File: config.mk
export PLATFORM = sky130hd
export DESIGN_NAME = divmul_16x8_seq
export DESIGN_NICKNAME = d
export VERILOG_FILES = /design/src/rtl/divmul_pkg.sv /design/src/rtl/divmul_step.sv /design/src/rtl/divmul_16x8_seq.sv
export SDC_FILE = /design/constraint.sdc
export NUM_CORES = 1
export LEC_CHECK = 0
export CORE_MARGIN = 3
export CORE_UTILIZATION = 51
export DETAILED_ROUTE_END_ITERATION = 10
export HOLD_SLACK_MARGIN = 0.15
export PLACE_DENSITY = 0.85
export SYNTH_ARGS = -nofsm -noshare
export SYNTH_HDL_FRONTEND = slang
export SYNTH_SLANG_ARGS = --single-unit
File: constraint.sdc
create_clock -name clk -period 2.8 [get_ports clk]
set_input_delay 0.84 -clock clk [delete_from_list [all_inputs] [get_ports clk]]
set_output_delay 0.84 -clock clk [all_outputs]
set_load 0.02 [all_outputs]
File: src/rtl/divmul_pkg.sv
// Shared definitions for the 16x8 multiply-add reconstruction block.
// QW/BW/PW are the quotient/remainder, divisor and product widths.
// divmul_res_t is the result bundle that downstream checkers consume.
package divmul_pkg;
  localparam int QW = 16;
  localparam int BW = 8;
  localparam int PW = QW + BW;
  localparam int CW = $clog2(QW);

  typedef enum logic [1:0] {
    IDLE = 2'd0,
    RUN  = 2'd1,
    DONE = 2'd2
  } divmul_state_e;

  typedef struct packed {
    logic [PW-1:0] product;
    logic          ovf;
    logic          rem_err;
    logic          div_zero;
  } divmul_res_t;
endpackage

File: src/rtl/divmul_step.sv
// One LSB-first shift-add iteration.
//   acc_i/mcand_i : current accumulator and shifted multiplicand
//   qbit_i        : current quotient bit (LSB of the remaining quotient)
//   acc_o/mcand_o : next accumulator and multiplicand
// The add cannot overflow PW bits for legal 16x8 operands plus a 16-bit R.
module divmul_step
  import divmul_pkg::*;
(
  input  logic [PW-1:0] acc_i,
  input  logic [PW-1:0] mcand_i,
  input  logic          qbit_i,
  output logic [PW-1:0] acc_o,
  output logic [PW-1:0] mcand_o
);
  always_comb begin
    acc_o   = qbit_i ? (acc_i + mcand_i) : acc_i;
    mcand_o = mcand_i << 1;
  end
endmodule

File: src/rtl/divmul_16x8_seq.sv
// Sequential reconstruction of a 16/8 division: product = Q*B + R.
// Ports:
//   clk, rst            : clock, synchronous active-high reset
//   in_valid/in_ready   : operand handshake (q, b, r sampled on accept)
//   out_valid/out_ready : result handshake
//   product             : Q*B + R (PW bits)
//   ovf                 : product does not fit a 16-bit dividend
//   rem_err             : R >= B
//   div_zero            : B == 0
// Always 16 RUN cycles per operation; outputs are a registered result
// that reads zero outside DONE.
module divmul_16x8_seq
  import divmul_pkg::*;
(
  input  logic          clk,
  input  logic          rst,
  input  logic          in_valid,
  output logic          in_ready,
  input  logic [QW-1:0] q,
  input  logic [BW-1:0] b,
  input  logic [QW-1:0] r,
  output logic          out_valid,
  input  logic          out_ready,
  output logic [PW-1:0] product,
  output logic          ovf,
  output logic          rem_err,
  output logic          div_zero
);
  divmul_state_e state_q, state_d;
  logic [PW-1:0] acc_q, acc_d, mcand_q, mcand_d;
  logic [QW-1:0] qsh_q, qsh_d;
  logic [CW-1:0] cnt_q, cnt_d;
  // Flags captured at accept, published only when the result is.
  logic          rem_err_pend_q, rem_err_pend_d;
  logic          div_zero_pend_q, div_zero_pend_d;
  divmul_res_t   res_q, res_d;
  logic          in_ready_q, in_ready_d;
  logic          out_valid_q, out_valid_d;
  logic [PW-1:0] acc_step, mcand_step;

  divmul_step u_step (
    .acc_i   (acc_q),
    .mcand_i (mcand_q),
    .qbit_i  (qsh_q[0]),
    .acc_o   (acc_step),
    .mcand_o (mcand_step)
  );

  always_comb begin
    state_d         = state_q;
    acc_d           = acc_q;
    mcand_d         = mcand_q;
    qsh_d           = qsh_q;
    cnt_d           = cnt_q;
    rem_err_pend_d  = rem_err_pend_q;
    div_zero_pend_d = div_zero_pend_q;
    res_d           = res_q;
    in_ready_d      = in_ready_q;
    out_valid_d     = out_valid_q;
    case (state_q)
      IDLE: begin
        if (in_valid && in_ready_q) begin
          acc_d           = PW'(r);
          mcand_d         = PW'(b);
          qsh_d           = q;
          cnt_d           = '0;
          rem_err_pend_d  = (r >= QW'(b));
          div_zero_pend_d = (b == '0);
          in_ready_d      = 1'b0;
          state_d         = RUN;
        end
      end
      RUN: begin
        acc_d   = acc_step;
        mcand_d = mcand_step;
        qsh_d   = qsh_q >> 1;
        cnt_d   = cnt_q + 1'b1;
        if (cnt_q == CW'(QW-1)) begin
          // Last iteration: publish the post-add value directly.
          res_d.product  = acc_step;
          res_d.ovf      = |acc_step[PW-1:QW];
          res_d.rem_err  = rem_err_pend_q;
          res_d.div_zero = div_zero_pend_q;
          out_valid_d    = 1'b1;
          state_d        = DONE;
        end
      end
      DONE: begin
        if (out_ready) begin
          res_d       = '0;
          out_valid_d = 1'b0;
          in_ready_d  = 1'b1;
          state_d     = IDLE;
        end
      end
      default: begin
        res_d       = '0;
        out_valid_d = 1'b0;
        in_ready_d  = 1'b1;
        state_d     = IDLE;
      end
    endcase
  end

  always_ff @(posedge clk) begin
    if (rst) begin
      state_q         <= IDLE;
      acc_q           <= '0;
      mcand_q         <= '0;
      qsh_q           <= '0;
      cnt_q           <= '0;
      rem_err_pend_q  <= 1'b0;
      div_zero_pend_q <= 1'b0;
      res_q           <= '0;
      in_ready_q      <= 1'b1;
      out_valid_q     <= 1'b0;
    end else begin
      state_q         <= state_d;
      acc_q           <= acc_d;
      mcand_q         <= mcand_d;
      qsh_q           <= qsh_d;
      cnt_q           <= cnt_d;
      rem_err_pend_q  <= rem_err_pend_d;
      div_zero_pend_q <= div_zero_pend_d;
      res_q           <= res_d;
      in_ready_q      <= in_ready_d;
      out_valid_q     <= out_valid_d;
    end
  end

  assign in_ready  = in_ready_q;
  assign out_valid = out_valid_q;
  assign product   = res_q.product;
  assign ovf       = res_q.ovf;
  assign rem_err   = res_q.rem_err;
  assign div_zero  = res_q.div_zero;
endmodule

==> results of run 1 <==
[cell families after synthesis]
| family | synth area share, % |
|---|---|
| AOI/OAI and AO/OA | 22.1 |
| buffers and inverters | 4.30 |
| muxes | 2.90 |
| xor gates and xnor gates | 2.29 |
| adders and majority gates | 7.33 |
| DFF | 35.2 |
| and+or+nand+nor | 25.9 |
[worst paths after layout]
check | to | cells after the start
worst max-delay path | ovf | 11
worst min register to register | product[11] | 2
worst min-delay path | product[11] | 2
worst max register to register | ovf | 11
[layer usage]
layer / vias up / wire [microns] / share of wire (%) / global-route usage [%]
met3: 36 / 1090 / 6.8 / 6.47
met1: 2721 / 6810 / 42 / 31.9
met4: 0 / 435 / 2.7 / 9.62
met2: 211 / 7690 / 48 / 42.2
met5: - / 0 / 0 / 0
li1: 2807 / - / - / -
[cell type report]
cell class / instances / share of cell area, %
multi-input cells: 584 / 49.5
flip-flops and latches: 101 / 28.3
repair buffers: 111 / 14.4
clock buffers: 11 / 3.39
well taps: 140 / 2.45
clock inverters: 5 / 1.24
inverters: 14 / 0.734
[power breakdown]
group | switching [mW] | leakage, nW | internal [mW]
logic | 0.412 | 1.76 | 0.291
clock network | 0.573 | 0.163 | 0.821
registers | 0.0649 | 0.822 | 1.51
total | 1.05 | 2.74 | 2.63
[state kept, by name (all words and copies together), names as in the netlist]
signal / cells
state_q: 2
mcand_q: 24
rem_err_pend_q: 1
in_ready: 1
acc_q: 24
qsh_q: 16
ovf: 1
out_valid: 1
rem_err: 1
cnt_q: 4
div_zero: 1
div_zero_pend_q: 1
product: 24
[through the flow]
stage / util, % / instance area, sq um / TNS [ps] / setup WS [ps] / hold slack, ps
after floorplan: - / 5740 / 0 / 2.79 / 432
after global placement: 61.7 / 6750 / -148 / -112 / 439
after detailed placement: 61.7 / 6750 / -276 / -204 / 448
after CTS: 64.9 / 7100 / 0 / 11.7 / 456
after global routing: 65.4 / 7160 / -70.9 / -60.2 / 470
final: 65.4 / 7160 / 0 / 30.1 / 456
[timing repair]
| item | 4_1_cts | 5_1_grt |
|---|---|---|
| gates resized for setup | 2 | 11 |
| endpoints found under the hold margin | 0 | 0 |
| setup buffers | 2 | 0 |
| pin swaps | 2 | 4 |
| endpoints found under the setup margin | 1 | 10 |
[placed cells by master, fill, tap and decap left out, types with 6 or more instances in the layout]
cell type | Yosys | routed
xnor2_1 | 7 | 7
nand3_1 | 38 | 37
nor4_1 | 18 | 18
nor2b_1 | 7 | 6
a211oi_1 | 10 | 9
mux2i_1 | 11 | 11
buf_4 | 1 | 37
ha_1 | 32 | 27
a2111oi_0 | 8 | 8
a22oi_1 | 8 | 8
a21o_1 | 6 | 6
a21oi_1 | 84 | 83
o211ai_1 | 7 | 7
clkdlybuf4s50_1 | 0 | 71
nand4_1 | 8 | 8
dfxtp_1 | 101 | 101
a311oi_1 | 6 | 6
a31oi_1 | 7 | 6
nand2_1 | 97 | 97
inv_1 | 14 | 14
o21a_1 | 6 | 6
o21ai_0 | 23 | 23
nor2_1 | 123 | 123
clkbuf_16 | 0 | 9
xor2_1 | 8 | 8
[tightest hold or removal path: cells and delay by family (launching register included)]
family	cells	cell delay, ps
flops	1	310
simple gates	1	50
compound gates	1	50
==> qor.yml, run 1 <==
status: "finished, final reports clean"
power_mw: 3.68
yosysWarnings: 0
overflow: 0
drc: 0
die_x_microns: 112
hold_buffers: 0
ys_top_cells_by_area: "dfxtp_1, nor2_1, a21oi_1"
yosysUniqueCellTypes: 61
clockRootBuffer: "clkbuf_16"
grt_start_max_net_pins: 66
cts_tree: "done"
drv_cap: 0
core_area_sq_mm: 0.0109
crit_chain: "ha_2 -> fa_2 -> a21oi_4 -> o22ai_2 -> o41ai_4 -> buf_4 -> a211oi_1 -> or3_4 -> a31oi_4 -> nand4_1 -> o41a_1"
grt.total_usage_pct: 25.4
chipHeight_microns: 112
fill_cells: 914
post-dp-hpwl_mm: 11.7
clk_pin_slew_worst_paths_ps: 80
p_leak_nw: 2.74
finClkSkew_ps: 11.7
synthToLayoutAreaGrowth_pct: 24.7
die-area_sq_mm: 0.0126
path_buf_inv: 1
start_util_pct: 52.5
synth-async-reset-ratio_pct: 0
avgSynthCellArea_sq_um: 7.69
slew_violations: 0
layout.nets: 898
antenna_found_initial: 0
htree_levels: 3
fin_crit_ps: 2770
place.gp.congestion: 0.930
synth-edff-count: 0
ctsLongestPathBuffers: 2
synth_top_area_cell: "dfxtp_1"
min-delay-start: "product[11]"
crit_slowest_cell: "fa_2"
wl_mm: 16.0
dr.pass1.iters: 7
ys_seq_elements: 101
arrival_ps: 3010
clk_latency_ps: 360
drive_gt1_share_pct: 11.1
r2r_slack_ps: 30
synth_top_area_share_pct: 35.2
max_stage_delay_ps: 370
seq_area_sq_mm: 0.00202
cts_inserted_buffers: 9
crit_family: "compound AO/OA/AOI/OAI gates"
io_buffers: 72
wire_per_inst_microns: 16.6
powerDensity_mw_per_mm2: 514
dp_cells: 948
grt_setup_unrepaired: "yes"
synthFlopType: "dfxtp_1"
holdCritPathClass: "flip-flop to flip-flop"
max_freq_ghz: 0.361
crit_path_end_kind: "flip-flop"
vias: 5775
synth_common_cells: "nor2_1, dfxtp_1, nand2_1"
row_count: 38
clock-sinks: 101
vias_per_cell: 5.98
synth_most_common_cell: "nor2_1"
multiInputGateArea_sq_mm: 0.00354
synth_area_sq_mm: 0.00574
ios: 73
layout.cells.non_filler: 966
crit_fanout: 5
syn_inst: 746
antennaDiodeCount: 0
syn_nets: 823
tightest_slew_ps: 553
worstPathRequired_ps: 3040
relSlewSlack_pct: 63.1
cp-start-kind: "flip-flop"
grt_first_pass_wirelength_mm: 26.4
critical_path_class: "flip-flop to flip-flop"
min_period_over_period_pct: 98.9
grt_pass1_vias: 5627
ir_worst_vdd_mv: 0.490
drt_iter0_drc: 486
r2r-start: "acc_q[0]"
crit_start: "acc_q[0]"
ant_nets: 0
seq_area_frac_synth_pct: 35.2
hold_violations: 0
finalSetupViolations: 0
No activity file was read; power rests on OpenSTA's default activity.
==> inputs of run 2 (changes only) <==
Settings changed: MAX_ROUTING_LAYER set to met4, SLEW_MARGIN set to 20.
==> run 2 against run 1 <==
Against the previous run:
- setup slack better by 20 ps
- first-iteration DRC count is 13% higher
- non-clock buffer count is 30 higher
- highest routed layer unchanged
==> qor.yml, run 2 (synthesis gave the netlist of run 1 again) <==
antenna_found_initial: 3
switching_share_pct: 30.6
io_buffers: 72
clock-sinks: 101
start_util_pct: 52.5
powerDensity_mw_per_mm2: 491
final_common_cell: "nor2_1"
p_clk_share_pct: 35.3
clk_pin_slew_worst_paths_ps: 80
dr.pass1.iters: 5
post-dp-hpwl_mm: 12.4
clk_latency_ps: 370
synthToLayoutAreaGrowth_pct: 28.7
layout.nets: 928
p_leak_nw: 2.89
hold_buffers: 0
p_seq_share_pct: 43.4
dp_cells: 979
layout.cells.non_filler: 999
fin_crit_ps: 2750
dp_slack_ps: -120
row_count: 38
htree_levels: 3
clockRootBuffer: "clkbuf_16"
slew_violations: 0
grt_pass1_vias: 5857
die-area_sq_mm: 0.0126
ios: 73
chipHeight_microns: 112
worst_hold_slack_ps: 451
r2r_slack_ps: 50
drt_iter0_drc: 549
arrival_ps: 3000
hold_violations: 0
grt_setup_unrepaired: "yes"
drc: 0
fill_cells: 888
vias_per_cell: 6.06
ant_nets: 0
core_area_sq_mm: 0.0109
worstPathRequired_ps: 3050
final_cell_mix: "nor2_1, dfxtp_1, nand2_1"
relSlewSlack_pct: 55.4
p_int_mw: 2.52
drive_gt1_share_pct: 14.5
grt_first_pass_wirelength_mm: 28.5
vias: 6049
finalSetupViolations: 0
critical_path_class: "flip-flop to flip-flop"
power_mw: 3.62
drv_cap: 0
crit_fanout: 5
setup_ws_ps: 50.0
grt_start_max_net_pins: 56
status: "finished, final reports clean"
cts_inserted_buffers: 9
cp-start-kind: "flip-flop"
placed_cell_area_sq_mm: 0.00699
ctsLongestPathBuffers: 2
place.gp.congestion: 0.937
crit_path_end_kind: "flip-flop"
overflow: 0
fin_util_pct: 67.5
combPwrFrac_pct: 21.3
grt.total_usage_pct: 28.7
design_area_sq_mm: 0.00738
max_freq_ghz: 0.364
wl_mm: 17.5
finClkSkew_ps: 10.3
tightest_slew_ps: 669
finalSetupTns_ps: 0
ir_worst_vdd_mv: 0.563
holdCritPathClass: "flip-flop to flip-flop"
min_period_over_period_pct: 98.2
wire_per_inst_microns: 17.5
cts_tree: "done"
p_sw_mw: 1.11
die_x_microns: 112
-- run 2: changes by cell type in the layout (fill, tap and decap cells not counted), sizes merged --
cell | before | now
bufinv | 2 | 0
clkinv | 0 | 1
inv | 17 | 18
diode | 0 | 3
buf | 40 | 70
-- run 2: critical path, cell delays in order (launching register included) --
cell and delay [ps]:
dfxtp_2 340, ha_4 160, fa_2 370, a21oi_4 200, o22ai_4 110, o41ai_4 230
buf_4 190, a211oi_2 70, or3_4 340, a31oi_4 190, nand4_1 110, o41a_1 310
-- run 2: routing by layer --
layer	vias up	GRT usage (%)	wire length (microns)	share of wire [%]
met1	2873	33.3	7130	41
li1	2870	-	-	-
met2	245	48.0	8570	49
met3	61	6.74	1110	6.4
met4	0	11.5	656	3.8
met5	-	-	0	0
-- run 2: final cells by class --
class                      instances  area, sq um  share of cell area [%]
antenna                            3         7.51                   0.102
clock buffer                      11          253                    3.42
clock inverter                     5         46.3                   0.627
inverter                          14         52.6                   0.712
multi-input combinational        584         3550                    48.1
sequential                       101         2020                    27.4
tap                              140          175                    2.37
timing repair buffer             141         1270                    17.2
-- run 2: what timing repair did --
item                       4_1_cts  5_1_grt
setup endpoints to repair        8        7
gates resized for setup          9        6
pin swaps                        6        4
buffers inserted                 1        0
-- run 2: worst paths after layout --
check / start / to / depth (start not counted)
max reg2reg: acc_q[0] / ovf / 11
min: product[6] / product[6] / 2
min reg2reg: product[6] / product[6] / 2
max: acc_q[0] / ovf / 11
-- run 2: power groups by stage --
stage / Combinational, mW / Sequential (mW) / Clock [mW]
after floorplan: 0.458 / 1.59 / 0
after global placement: 0.716 / 1.60 / 0
after detailed placement: 0.738 / 1.60 / 0
after CTS: 0.754 / 1.57 / 1.30
after global routing: 0.842 / 1.58 / 1.35
final: 0.773 / 1.57 / 1.28
